**config.mk**
```make
export PLATFORM = sky130hd
export DESIGN_NAME = pipe_chain_flat
export DESIGN_NICKNAME = d
export VERILOG_FILES = /design/src/rtl/pipe_chain_if.sv /design/src/rtl/pipe_chain.sv /design/src/flat_wrapper.sv
export SDC_FILE = /design/constraint.sdc
export NUM_CORES = 1
export LEC_CHECK = 0
export ABC_CLOCK_PERIOD_IN_PS = 5150
export BUFFER_PORTS_ARGS = -buffer_cell sky130_fd_sc_hd__buf_2
export CAP_MARGIN = 10
export CELL_PAD_IN_SITES_DETAIL_PLACEMENT = 0
export CELL_PAD_IN_SITES_GLOBAL_PLACEMENT = 2
export CORE_ASPECT_RATIO = 0.8
export CORE_UTILIZATION = 35
export DETAILED_ROUTE_END_ITERATION = 8
export GPL_TIMING_DRIVEN = 0
export PLACE_DENSITY = 0.91
export SLEW_MARGIN = 20
export SYNTH_ARGS = -nofsm -noshare
export SYNTH_HDL_FRONTEND = slang
export SYNTH_SLANG_ARGS = --single-unit
```
**constraint.sdc**
```tcl
create_clock -name clk -period 5.15 [get_ports clk]
set_clock_uncertainty 0.15 [all_clocks]
set_input_delay 1.2875 -clock clk [delete_from_list [all_inputs] [get_ports clk]]
set_output_delay 1.2875 -clock clk [all_outputs]
set_load 0.01 [all_outputs]
```
**src/rtl/pipe_chain_if.sv**
```systemverilog
// Handshake and payload bundle for pipe_chain.
// Perf counter signals exist only when PIPE_CHAIN_PERF_EN is defined.
interface pipe_chain_if #(
    parameter int STAGES = 5,
    parameter int DATA_W = 64
);
    logic                     in_valid;
    logic [DATA_W-1:0]        in_data;
    logic                     in_allowin;
    logic [STAGES-1:0]        ready_go;
    logic [STAGES-1:0]        flush;
    logic                     out_allowin;
    logic                     out_valid;
    logic [DATA_W-1:0]        out_data;
    logic [STAGES-1:0]        stage_valid;
    logic [STAGES*DATA_W-1:0] stage_data;
`ifdef PIPE_CHAIN_PERF_EN
    logic [31:0]              perf_retire;
    logic [31:0]              perf_stall;
    logic [31:0]              perf_flush;

    modport slave (
        input  in_valid, in_data, ready_go, flush, out_allowin,
        output in_allowin, out_valid, out_data, stage_valid, stage_data,
        output perf_retire, perf_stall, perf_flush
    );
    modport master (
        output in_valid, in_data, ready_go, flush, out_allowin,
        input  in_allowin, out_valid, out_data, stage_valid, stage_data,
        input  perf_retire, perf_stall, perf_flush
    );
`else
    modport slave (
        input  in_valid, in_data, ready_go, flush, out_allowin,
        output in_allowin, out_valid, out_data, stage_valid, stage_data
    );
    modport master (
        output in_valid, in_data, ready_go, flush, out_allowin,
        input  in_allowin, out_valid, out_data, stage_valid, stage_data
    );
`endif
endinterface

```
**src/rtl/pipe_chain.sv**
```systemverilog
// N-stage valid/allowin pipeline skeleton with back-pressure and flush-kill of younger stages.
// Optional perf counters are enabled by defining PIPE_CHAIN_PERF_EN.
module pipe_chain #(
    parameter int STAGES = 5,
    parameter int DATA_W = 64
) (
    input  logic        clk,
    input  logic        resetn,
    pipe_chain_if.slave pif
);
    logic [STAGES-1:0]             valid_q;
    logic [STAGES-1:0]             valid_d;
    logic [STAGES-1:0][DATA_W-1:0] data_q;
    logic [STAGES-1:0][DATA_W-1:0] data_d;
    logic [STAGES-1:0]             allowin_s;
    logic [STAGES-1:0]             to_next_s;
    logic [STAGES-1:0]             kill_s;
    logic                          kill_in_s;

    // Allowin chain and kill mask, walked from the oldest stage down to the youngest.
    always_comb begin : chain_comb
        logic allow_v;
        logic older_flush_v;
        allow_v       = pif.out_allowin;
        older_flush_v = 1'b0;
        allowin_s     = {STAGES{1'b0}};
        to_next_s     = {STAGES{1'b0}};
        kill_s        = {STAGES{1'b0}};
        for (int i = STAGES - 1; i >= 0; i--) begin
            to_next_s[i]  = valid_q[i] & pif.ready_go[i];
            allow_v       = ~valid_q[i] | (pif.ready_go[i] & allow_v);
            allowin_s[i]  = allow_v;
            // A stage dies when any strictly older stage redirects.
            kill_s[i]     = older_flush_v;
            older_flush_v = older_flush_v | pif.flush[i];
        end
        kill_in_s = |pif.flush;
    end

    // Per-stage load/hold; killed stages and killed hand-offs are forced invalid.
    always_comb begin : next_comb
        valid_d = valid_q;
        data_d  = data_q;
        if (allowin_s[0]) begin
            valid_d[0] = pif.in_valid & ~kill_in_s;
            if (pif.in_valid & ~kill_in_s) begin
                data_d[0] = pif.in_data;
            end else begin
                data_d[0] = data_q[0];
            end
        end else begin
            valid_d[0] = valid_q[0];
        end
        for (int i = 1; i < STAGES; i++) begin
            if (allowin_s[i]) begin
                valid_d[i] = to_next_s[i-1] & ~kill_s[i-1];
                if (to_next_s[i-1]) begin
                    data_d[i] = data_q[i-1];
                end else begin
                    data_d[i] = data_q[i];
                end
            end else begin
                valid_d[i] = valid_q[i];
            end
        end
        valid_d = valid_d & ~kill_s;
    end

    // Stage valid/payload registers.
    always_ff @(posedge clk or negedge resetn) begin
        if (!resetn) begin
            valid_q <= {STAGES{1'b0}};
            data_q  <= {(STAGES*DATA_W){1'b0}};
        end else begin
            valid_q <= valid_d;
            data_q  <= data_d;
        end
    end

    assign pif.in_allowin  = allowin_s[0] & ~kill_in_s;
    assign pif.out_valid   = to_next_s[STAGES-1];
    assign pif.out_data    = data_q[STAGES-1];
    assign pif.stage_valid = valid_q;
    assign pif.stage_data  = data_q;

`ifdef PIPE_CHAIN_PERF_EN
    logic [31:0] perf_retire_q;
    logic [31:0] perf_retire_d;
    logic [31:0] perf_stall_q;
    logic [31:0] perf_stall_d;
    logic [31:0] perf_flush_q;
    logic [31:0] perf_flush_d;

    // Event counters; they wrap naturally at 2^32.
    always_comb begin : perf_comb
        perf_retire_d = perf_retire_q;
        perf_stall_d  = perf_stall_q;
        perf_flush_d  = perf_flush_q;
        if (to_next_s[STAGES-1] & pif.out_allowin) begin
            perf_retire_d = perf_retire_q + 32'd1;
        end else begin
            perf_retire_d = perf_retire_q;
        end
        if (valid_q[0] & ~allowin_s[0]) begin
            perf_stall_d = perf_stall_q + 32'd1;
        end else begin
            perf_stall_d = perf_stall_q;
        end
        if (kill_in_s) begin
            perf_flush_d = perf_flush_q + 32'd1;
        end else begin
            perf_flush_d = perf_flush_q;
        end
    end

    // Perf counter registers.
    always_ff @(posedge clk or negedge resetn) begin
        if (!resetn) begin
            perf_retire_q <= 32'd0;
            perf_stall_q  <= 32'd0;
            perf_flush_q  <= 32'd0;
        end else begin
            perf_retire_q <= perf_retire_d;
            perf_stall_q  <= perf_stall_d;
            perf_flush_q  <= perf_flush_d;
        end
    end

    assign pif.perf_retire = perf_retire_q;
    assign pif.perf_stall  = perf_stall_q;
    assign pif.perf_flush  = perf_flush_q;
`endif
endmodule

```
**src/flat_wrapper.sv**
```systemverilog
// flat-port wrapper written by rule: the top's interface ports become plain ports
module pipe_chain_flat 
#(
    parameter int STAGES = 5,
    parameter int DATA_W = 64
)
  (clk, resetn, pif_in_valid, pif_in_data, pif_ready_go, pif_flush, pif_out_allowin, pif_in_allowin, pif_out_valid, pif_out_data, pif_stage_valid, pif_stage_data);
  pipe_chain_if #(.STAGES(STAGES), .DATA_W(DATA_W)) pif_i ();
  input  logic clk;
  input  logic resetn;
  input wire logic [$bits(pif_i.in_valid)-1:0] pif_in_valid;
  input wire logic [$bits(pif_i.in_data)-1:0] pif_in_data;
  input wire logic [$bits(pif_i.ready_go)-1:0] pif_ready_go;
  input wire logic [$bits(pif_i.flush)-1:0] pif_flush;
  input wire logic [$bits(pif_i.out_allowin)-1:0] pif_out_allowin;
  output wire logic [$bits(pif_i.in_allowin)-1:0] pif_in_allowin;
  output wire logic [$bits(pif_i.out_valid)-1:0] pif_out_valid;
  output wire logic [$bits(pif_i.out_data)-1:0] pif_out_data;
  output wire logic [$bits(pif_i.stage_valid)-1:0] pif_stage_valid;
  output wire logic [$bits(pif_i.stage_data)-1:0] pif_stage_data;
  assign pif_i.in_valid = pif_in_valid;
  assign pif_i.in_data = pif_in_data;
  assign pif_i.ready_go = pif_ready_go;
  assign pif_i.flush = pif_flush;
  assign pif_i.out_allowin = pif_out_allowin;
  assign pif_in_allowin = pif_i.in_allowin;
  assign pif_out_valid = pif_i.out_valid;
  assign pif_out_data = pif_i.out_data;
  assign pif_stage_valid = pif_i.stage_valid;
  assign pif_stage_data = pif_i.stage_data;
  pipe_chain #(.STAGES(STAGES), .DATA_W(DATA_W)) u_core (.clk(clk), .resetn(resetn), .pif(pif_i));
endmodule
```
==> results of run 1 <==
==> path summary, 6_finish.rpt <==
path                                            startpoint                    endpoint  slack [ns]  cells past startpoint
worst min-delay path            u_core.pif.stage_data[219]     u_core.pif.out_data[27]        0.37                      1
worst min register to register  u_core.pif.stage_data[219]     u_core.pif.out_data[27]        0.37                      1
worst max register to register   u_core.pif.stage_valid[4]   u_core.pif.stage_data[73]        2.26                      6
min in group asynchronous                           resetn     u_core.pif.out_data[20]        0.57                      1
max in group asynchronous                           resetn  u_core.pif.stage_data[244]        3.03                      3
worst max-delay path                       pif_ready_go[4]              pif_in_allowin        1.15                      7
==> per-stage QoR <==
stage          cell area [um2]    util  power [mW]  hold slack (ns)  setup WS (ns)
2_1_floorplan            12640       -       3.074           0.3923          1.442
3_3_place_gp             15570  0.4426       3.374           0.3453         -3.566
3_5_place_dp             15670  0.4454       3.396           0.3574          1.100
4_1_cts                  16820  0.4781       5.931           0.3709          1.127
5_1_grt                  16820  0.4781       6.080           0.3875         0.9750
6_report                 16830  0.4782       5.845           0.3702          1.148
==> state kept, by name, summed over array words and instances, names as in the netlist <==
name and flops:
u_core.pif.stage_data 256, u_core.pif.stage_valid 5, u_core.pif.out_data 64
==> layout by cell type (no fill, tap or decap), types with 4 or more instances in the layout <==
master	count
clkbuf_1	23
clkbuf_8	9
clkbuf_16	37
buf_2	479
nand2_1	4
buf_6	6
mux2_1	9
mux2_2	311
dfrtp_1	325
o21ai_0	4
buf_4	64
==> power breakdown <==
| part | switching, mW | internal, mW | total, mW | leakage (nW) |
|---|---|---|---|---|
| combinational | 0.263 | 0.248 | 0.511 | 4.73 |
| clock | 0.972 | 1.53 | 2.51 | 0.563 |
| sequential | 0.116 | 2.71 | 2.83 | 4.45 |
==> final cells by class <==
type                       instances  area share
sequential                       325      0.4833
multi-input combinational        353      0.2286
timing repair buffer             471      0.1447
clock buffer                      55     0.06440
buffer                            96     0.03926
tap                              472     0.03510
clock inverter                     3    0.003867
inverter                           2   0.0004462
antenna                            2   0.0002974
==> layer usage <==
metal  up-vias  track usage  part of all wire
met5         -            0           0.00038
met4         2      0.04472             0.018
met3        49      0.05295             0.070
met2       268       0.3053              0.49
met1      4213       0.2324              0.42
li1       3676            -                 -
==> logic make-up after synthesis <==
kind of cell / Yosys count / share of synthesized area
AOI/OAI and AO/OA: 13 / 0.009503
buffers and inverters: 98 / 0.05286
DFF: 325 / 0.6434
muxes: 320 / 0.2851
and+or+nand+nor: 20 / 0.009206
==> critical path, stage by stage <==
cell and delay, ns:
buf_2 0.08, and2_1 0.22, o211ai_2 0.18, and3_1 0.21, o21ai_0 0.18, nor3b_1 0.22
buf_2 0.17
==> metrics.txt, run 1 <==
Worst Max-Slew Pin Slew=0.9670 ns; Detail Placement HPWL=25270 um; RSZ-0062 raised after global routing=false; post-cts sizing count=0; drt total wl=34190 um; Storage cell area=8133 um2; IO Port Bufs=468; mean area per synthesized cell=16.29 um2; clk sinks=325; Worst EP required=3.71 ns; Post-synth EDFFs=0; Non-Filler Instances=1779; Fin Setup TNS=0 ns; # IOs=469; final hold viol count=0; Hold WC Path Type=register to register; pin count of the biggest net entering global routing=92; DRT Pass-1 Iters=4; CP Launch Type=input pin; # H-tree levels=2; CTS max path bufs=3; syn nets=854; # setup viols final=0; initial antenna violation count=3; root buf cell=clkbuf_16; CTS tree=yes; area grow syn2layout=33.11%; Die Span Y=172.0 um; vias per inst=4.614; Leak Pwr=9.736 nW; Max Clk Rate=249.9 MHz; final antenna-violating net count=0; post-synth top area cell=dfrtp_1; die area=36890 um2; #FFs+latches synth=325; Slew Limit Headroom=0.3553; Hold-fix buffers, CTS=0; P per Cell Area=347.4 nW/um2; Yosys top cell area share=0.6434; ys flop type=dfrtp_1; Synth Warn #=0; synth top area cells=dfrtp_1, mux2_2, buf_4, mux2_1, buf_6; Die Wd=214.5 um; fillcell total=3176; wire length per cell=19.22 um; Via Count=8208; Max Slew Vio Count=0; DP Cell Count=1719; DRC=0; Mapped Cells=776; CP Class=input pin to primary output; Final nets=1361; Clk Latency, worst-skew pair=0.50 ns; Core ar.=35190 um2; total track usage=0.1821; Row Count=61; Crit Path Max Fanout=4; top-count cell post-synth=dfrtp_1; Critical Path AT=2.56 ns; remaining global-route overflow=0; Post-Syn Area=12640 um2; Multi-input gate area=3846 um2; CTS Buf Count=34; ys async rst share=1.000; Seq/Total Area, Yosys=0.6434; Worst VDD drop=238.0 uV; synth cell count leaders=dfrtp_1, mux2_2, buf_4; CP endpoint kind=primary output; global-route wire length before repair=51500 um; Final Cycle Share=0.7770; Synth cell types=28; post-CTS setup buffer count=0; Max Cap Viol=0; drt initial violations=383; Initial Util=0.3593; minimum clock period=4.002 ns; Placer Congestion=0.8057; number of global-route vias before repair=8369; outcome=complete, no violations; share of layout cells above drive strength 1=0.7042; CTS clk-pin slew, worst paths=0.06 ns
Note: power is estimated with default switching activity, not from simulation.
==> run 2: changes to the inputs <==
--- a/config.mk
+++ b/config.mk
@@ -5,16 +5,16 @@
 export SDC_FILE = /design/constraint.sdc
 export NUM_CORES = 1
 export LEC_CHECK = 0
-export ABC_CLOCK_PERIOD_IN_PS = 5150
+export ABC_CLOCK_PERIOD_IN_PS = 3500
 export BUFFER_PORTS_ARGS = -buffer_cell sky130_fd_sc_hd__buf_2
 export CAP_MARGIN = 10
 export CELL_PAD_IN_SITES_DETAIL_PLACEMENT = 0
 export CELL_PAD_IN_SITES_GLOBAL_PLACEMENT = 2
 export CORE_ASPECT_RATIO = 0.8
-export CORE_UTILIZATION = 35
+export CORE_UTILIZATION = 30
 export DETAILED_ROUTE_END_ITERATION = 8
 export GPL_TIMING_DRIVEN = 0
-export PLACE_DENSITY = 0.91
+export PLACE_DENSITY = 0.84
 export SLEW_MARGIN = 20
 export SYNTH_ARGS = -nofsm -noshare
 export SYNTH_HDL_FRONTEND = slang
==> constraint.sdc (replaced) <==
create_clock -name clk -period 3.5 [get_ports clk]
set_clock_uncertainty 0.15 [all_clocks]
set_input_delay 0.875 -clock clk [delete_from_list [all_inputs] [get_ports clk]]
set_output_delay 0.875 -clock clk [all_outputs]
set_load 0.01 [all_outputs]
==> run 2 against run 1 <==
Register-to-register slack lost 1.7 ns. Critical path depth is the same. Total power increased by 47%. Sequential share of layout area shrank 0.30 points. Sequential cell count stayed put. Critical path type unchanged. Core utilization down 6.7 points. Cell area increased by 0.62%. Worst hold slack worse by 0.20 ns. Wire length rose by 4.1%. Setup slack worse by 0.81 ns. Clock power rose by 46%.
==> metrics.txt, run 2 (same netlist as run 1, synthesis figures left out) <==
outcome=complete, no violations; placed cell area=15790 um2 (+0.74%); root buf cell=clkbuf_16; Final Cycle Share=0.9041; final hold viol count=0 (unchanged); minimum clock period=3.165 ns; Final nets=1363 (+0.15%); RSZ-0062 raised after global routing=false; Die Span Y=185.6 um (+7.9%); Fin Setup TNS=0 ns (unchanged); CTS Buf Count=35 (+2.9%); Max Slew Vio Count=0 (unchanged); P per Cell Area=507.2 nW/um2 (+46%); Hold WC Path Type=input pin to async pin; Detail Placement HPWL=26190 um (+3.6%); CP max stage delay=0.23 ns (about the same); Leak Pwr=9.746 nW (+0.10%); Row Count=66 (+8.2%); Hold-fix buffers, CTS=0 (unchanged); area grow syn2layout=33.94%; pin count of the biggest net entering global routing=99 (+7.6%); share of layout cells above drive strength 1=0.7071 (+0.002879); DRC=0 (unchanged); vias per inst=4.435 (-3.9%); CP Class=input pin to primary output; number of global-route vias before repair=8298 (-0.85%); total track usage=0.1624 (-0.01964); post-cts sizing count=0 (unchanged); Core ar.=41120 um2 (+17%); Slew Limit Headroom=0.3489 (-0.006402); pre-CTS worst setup slack=-0.2412 ns (-1.342 ns); Initial Util=0.3074 (-0.05189); drt initial violations=274 (-28%); Critical Path AT=2.14 ns (-0.42 ns); Crit Path Max Fanout=4 (unchanged); most frequent cells in the layout=buf_2, dfrtp_1, mux2_2; # setup viols final=0 (unchanged); Top cell by count, worst path=buf_2; initial antenna violation count=1 (-2); Placer Congestion=0.7783 (-3.4%); global-route wire length before repair=52760 um (+2.5%); Cell Chain, Critical Path=buf_2, and2_1, o211ai_2, and3_1, o21ai_0, nor3b_1, buf_2; Util after Layout=0.4117 (-0.06651); antenna cell count=0 (-2); die area=42970 um2 (+16%); max reg flops=256 (unchanged); Worst EP required=2.47 ns (-1.24 ns); CTS clk-pin slew, worst paths=0.06 ns (about the same); Final WS setup=0.3355 ns (-0.8129 ns); wire length per cell=19.18 um (-0.21%); final antenna-violating net count=0 (unchanged); clk sinks=325 (unchanged); post-route cell area=16930 um2 (+0.62%); post-CTS setup buffer count=0 (unchanged); DRT Pass-1 Iters=6 (+2); most common cell after layout, fill and taps aside=buf_2; Slowest-stage cell, CP=and2_1; CTS max path bufs=3 (unchanged); CP Depth=7 (unchanged); drt total wl=35580 um (+4.1%); Worst VDD drop=447.0 uV (+88%); CP endpoint kind=primary output; Max Clk Rate=316.0 MHz; Max Cap Viol=0 (unchanged); Top delay family on crit path=simple AND/OR/NAND/NOR gates; Clk Latency, worst-skew pair=0.52 ns (+0.02 ns); remaining global-route overflow=0 (unchanged); # IOs=469 (unchanged); IO Port Bufs=468 (unchanged); Worst Max-Slew Pin Slew=0.9766 ns (+0.009603 ns); # H-tree levels=2 (unchanged); Critical path buffers and inverters=2 (unchanged); CP Launch Type=input pin; Via Count=8227 (+0.23%); R2R depth=5 (-1); CTS tree=yes; Die Wd=231.5 um (+7.9%)
-- run 2: metal layers --
metal / part of all wire / global-route usage / up-vias
met5: 0 / 0 / -
met4: 0.017 / 0.03868 / 0
met3: 0.062 / 0.04320 / 45
met2: 0.49 / 0.2709 / 257
met1: 0.43 / 0.2096 / 4213
li1: - / - / 3712
-- run 2: area by class of cell --
cell class	instances	area, um2
Fill cell	3898	24190
Timing Repair Buffer	472	2450
Clock buffer	51	1049
Multi-Input combinational cell	353	3857
Buffer	96	660.6
Inverter	2	7.507
Sequential cell	325	8133
Clock inverter	12	93.84
Tap cell	544	680.7
-- run 2: final timing paths --
path	from	endpoint	slack, ns
worst min register to register	u_core.pif.stage_data[13]	u_core.pif.stage_data[13]	0.35
worst max-delay path	pif_ready_go[4]	pif_in_allowin	0.34
worst max register to register	u_core.pif.stage_valid[4]	u_core.pif.stage_data[221]	0.60
worst min-delay path	resetn	u_core.pif.stage_data[21]	0.17
max in group asynchronous	resetn	u_core.pif.stage_data[110]	1.82
min in group clk	u_core.pif.stage_data[13]	u_core.pif.stage_data[13]	0.35
-- run 2: power breakdown --
part,internal [mW],switching [mW]
clock,2.16,1.51
sequential,3.99,0.175
combinational,0.365,0.391
-- run 2: worst reg2reg max path: cells and delay by family (launching register included) --
| kind | cells | cell delay [ns] |
|---|---|---|
| and+or+nand+nor | 1 | 0.12 |
| DFF | 1 | 0.49 |
| muxes | 1 | 0.41 |
| buffers and inverters | 2 | 1.38 |
| AOI/OAI and AO/OA | 1 | 0.25 |
-- run 2: per-stage QoR --
| step | total power, mW | hold WS (ns) | cells |
|---|---|---|---|
| 2_1_floorplan | 4.523 | 0.3923 | 776 |
| 3_5_place_dp | 5.008 | 0.3428 | 1792 |
| 5_1_grt | 8.987 | 0.1779 | 1855 |
| 6_report | 8.587 | 0.1669 | 1855 |
| 3_3_place_gp | 4.979 | 0.3392 | 1788 |
| 4_1_cts | 8.743 | 0.1652 | 1855 |
==> run 3: changes to the inputs <==
--- a/config.mk
+++ b/config.mk
@@ -5,16 +5,17 @@
 export SDC_FILE = /design/constraint.sdc
 export NUM_CORES = 1
 export LEC_CHECK = 0
-export ABC_CLOCK_PERIOD_IN_PS = 3500
+export ABC_CLOCK_PERIOD_IN_PS = 3300
 export BUFFER_PORTS_ARGS = -buffer_cell sky130_fd_sc_hd__buf_2
 export CAP_MARGIN = 10
 export CELL_PAD_IN_SITES_DETAIL_PLACEMENT = 0
 export CELL_PAD_IN_SITES_GLOBAL_PLACEMENT = 2
 export CORE_ASPECT_RATIO = 0.8
-export CORE_UTILIZATION = 30
+export CORE_MARGIN = 2
+export CORE_UTILIZATION = 33
 export DETAILED_ROUTE_END_ITERATION = 8
 export GPL_TIMING_DRIVEN = 0
-export PLACE_DENSITY = 0.84
+export PLACE_DENSITY = 0.87
 export SLEW_MARGIN = 20
 export SYNTH_ARGS = -nofsm -noshare
 export SYNTH_HDL_FRONTEND = slang
==> constraint.sdc (replaced) <==
create_clock -name clk -period 3.3 [get_ports clk]
set_clock_uncertainty 0.15 [all_clocks]
set_input_delay 0.825 -clock clk [delete_from_list [all_inputs] [get_ports clk]]
set_output_delay 0.825 -clock clk [all_outputs]
set_load 0.01 [all_outputs]
==> run 3 against run 2 <==
First-iteration DRC count rose by 6.6%. Largest power group unchanged. Via count fell by 0.75%. Final cell count fell by 3.1%. Count of clock-buffer cells in the layout fell by 1. Total power rose by 3.2%. Sequential share of layout area rose by 0.53 points. Worst hold slack got worse by 0.10 ns. Clock power barely moved.
==> metrics.txt, run 3 (same netlist as run 1, synthesis figures left out) <==
Final Cycle Share=0.9354; Slew Limit Headroom=0.3610 (+0.01213); most frequent cells in the layout=buf_2, dfrtp_1, mux2_2; root buf cell=clkbuf_16; P per Cell Area=529.2 nW/um2 (+4.3%); post-cts sizing count=0 (unchanged); Max Clk Rate=323.9 MHz; Critical Path AT=2.11 ns (-0.03 ns); R2R depth=6 (+1); Hold-fix buffers, CTS=0 (unchanged); post-CTS setup buffer count=0 (unchanged); Worst EP required=2.32 ns (-0.15 ns); # H-tree levels=2 (unchanged); Max Cap Viol=0 (unchanged); Hold WC Path Type=input pin to async pin; number of global-route vias before repair=8340 (+0.51%); Die Wd=222.8 um (-3.7%); outcome=complete, no violations; minimum clock period=3.087 ns; Final nets=1362 (-0.073%); drt initial violations=292 (+6.6%); final hold viol count=0 (unchanged); Multi-input gate area=3846 um2 (-0.29%); R2R Setup Slk=0.41 ns (-0.19 ns); clk sinks=325 (unchanged); initial antenna violation count=2 (+1); Leak Pwr=9.680 nW (-0.67%); final antenna-violating net count=0 (unchanged); DP Cell Count=1742 (-2.8%); max reg flops=256 (unchanged); Net Sw Frac=0.2392 (-0.002057); Detail Placement HPWL=25470 um (-2.7%); die area=39900 um2 (-7.1%); # IOs=469 (unchanged); most common cell after layout, fill and taps aside=buf_2; sequential power share=0.498 (+0.013); Util after Layout=0.4402 (+0.02852); IO Port Bufs=468 (unchanged); Final WS setup=0.2130 ns (-0.1225 ns); total power=8.862 mW (+3.2%); DRT Pass-1 Iters=4 (-2); Core ar.=38040 um2 (-7.5%); Non-Filler Instances=1797 (-3.1%); CTS clk-pin slew, worst paths=0.06 ns (about the same); Worst VDD drop=489.9 uV (+9.6%); share of layout cells above drive strength 1=0.7033 (-0.003789); CTS max path bufs=3 (unchanged); CTS tree=yes; Max Slew Vio Count=0 (unchanged); CP Class=input pin to primary output; CTS Buf Count=35 (unchanged); Storage cell area=8133 um2 (unchanged); power share of the clock group=0.411 (-0.016); fillcell total=3543 (-9.1%); remaining global-route overflow=0 (unchanged); drt total wl=34540 um (-2.9%); Crit Path Max Fanout=4 (unchanged); pre-CTS worst setup slack=-0.3170 ns (-0.07588 ns); pin count of the biggest net entering global routing=96 (-3.0%); Clk Latency, worst-skew pair=0.51 ns (about the same); CP endpoint kind=primary output; CP Launch Type=input pin; total track usage=0.1681 (+0.005647); Initial Util=0.3323 (+0.02495); DRC=0 (unchanged); Die Span Y=179.1 um (-3.5%); P_sw=2.120 mW (+2.3%); area grow syn2layout=32.47%; Fin Setup TNS=0 ns (unchanged); Worst Max-Slew Pin Slew=0.9584 ns (-0.01820 ns); Placer Congestion=0.7813 (+0.39%); Row Count=64 (-3.0%); wire length per cell=19.22 um (+0.21%); Comb power frac=0.090 (+0.002); vias per inst=4.544 (+2.4%); Cell Int Power=6.742 mW (+3.5%); global-route wire length before repair=51250 um (-2.9%); Via Count=8165 (-0.75%); RSZ-0062 raised after global routing=false; # setup viols final=0 (unchanged)
-- run 3: cell count changes in the layout (fill, tap and decap cells not counted), sizes merged --
cell	delta
bufinv	-1
clkbuf	-1
clkinvlp	-1
clkinv	-6
buf	-1
diode	+1
-- run 3: critical path, cell delays in order --
cell      delay, ns
buf_2          0.08
and2_1         0.22
o211ai_2       0.19
and3_1         0.22
o21ai_0        0.18
nor3b_1        0.22
buf_2          0.18
-- run 3: area by class of cell --
cell class / instances / area share
Sequential cell: 325 / 0.4857
Multi-Input combinational cell: 353 / 0.2297
Timing Repair Buffer: 471 / 0.1454
Clock buffer: 50 / 0.06060
Buffer: 96 / 0.03945
Tap cell: 495 / 0.03699
Clock inverter: 4 / 0.001569
Inverter: 2 / 0.0004483
Antenna cell: 1 / 0.0001494
-- run 3: through the flow --
stage / instance area, um2 / hold slack (ns)
after floorplan: 12640 / 0.3794
after global placement: 15600 / 0.3341
after detailed placement: 15700 / 0.3436
after CTS: 16740 / 0.04378
after global routing: 16740 / 0.06472
final: 16740 / 0.06652
-- run 3: power groups by stage --
| stage | sequential (mW) | clock [mW] | combinational, mW |
|---|---|---|---|
| after floorplan | 4.57 | 0 | 0.226 |
| after global placement | 4.48 | 0 | 0.795 |
| after detailed placement | 4.49 | 0 | 0.817 |
| after CTS | 4.42 | 3.76 | 0.822 |
| after global routing | 4.45 | 3.94 | 0.872 |
| final | 4.42 | 3.64 | 0.802 |
-- run 3: path summary, 6_finish.rpt --
check                                        endpoint                 startpoint
setup / recovery                       pif_in_allowin            pif_ready_go[4]
hold / removal              u_core.pif.stage_data[16]                     resetn
setup reg to reg            u_core.pif.stage_data[85]  u_core.pif.stage_valid[4]
hold reg to reg             u_core.pif.stage_data[11]  u_core.pif.stage_data[11]
max in group asynchronous  u_core.pif.stage_data[118]                     resetn
min in group clk            u_core.pif.stage_data[11]  u_core.pif.stage_data[11]
-- run 3: per-layer routing --
layer	GRT usage	up-vias	wire, um
met4	0.04083	2	607
met2	0.2793	265	16800
met3	0.04703	47	2344
met1	0.2185	4169	14780
met5	0	-	8
li1	-	3682	-
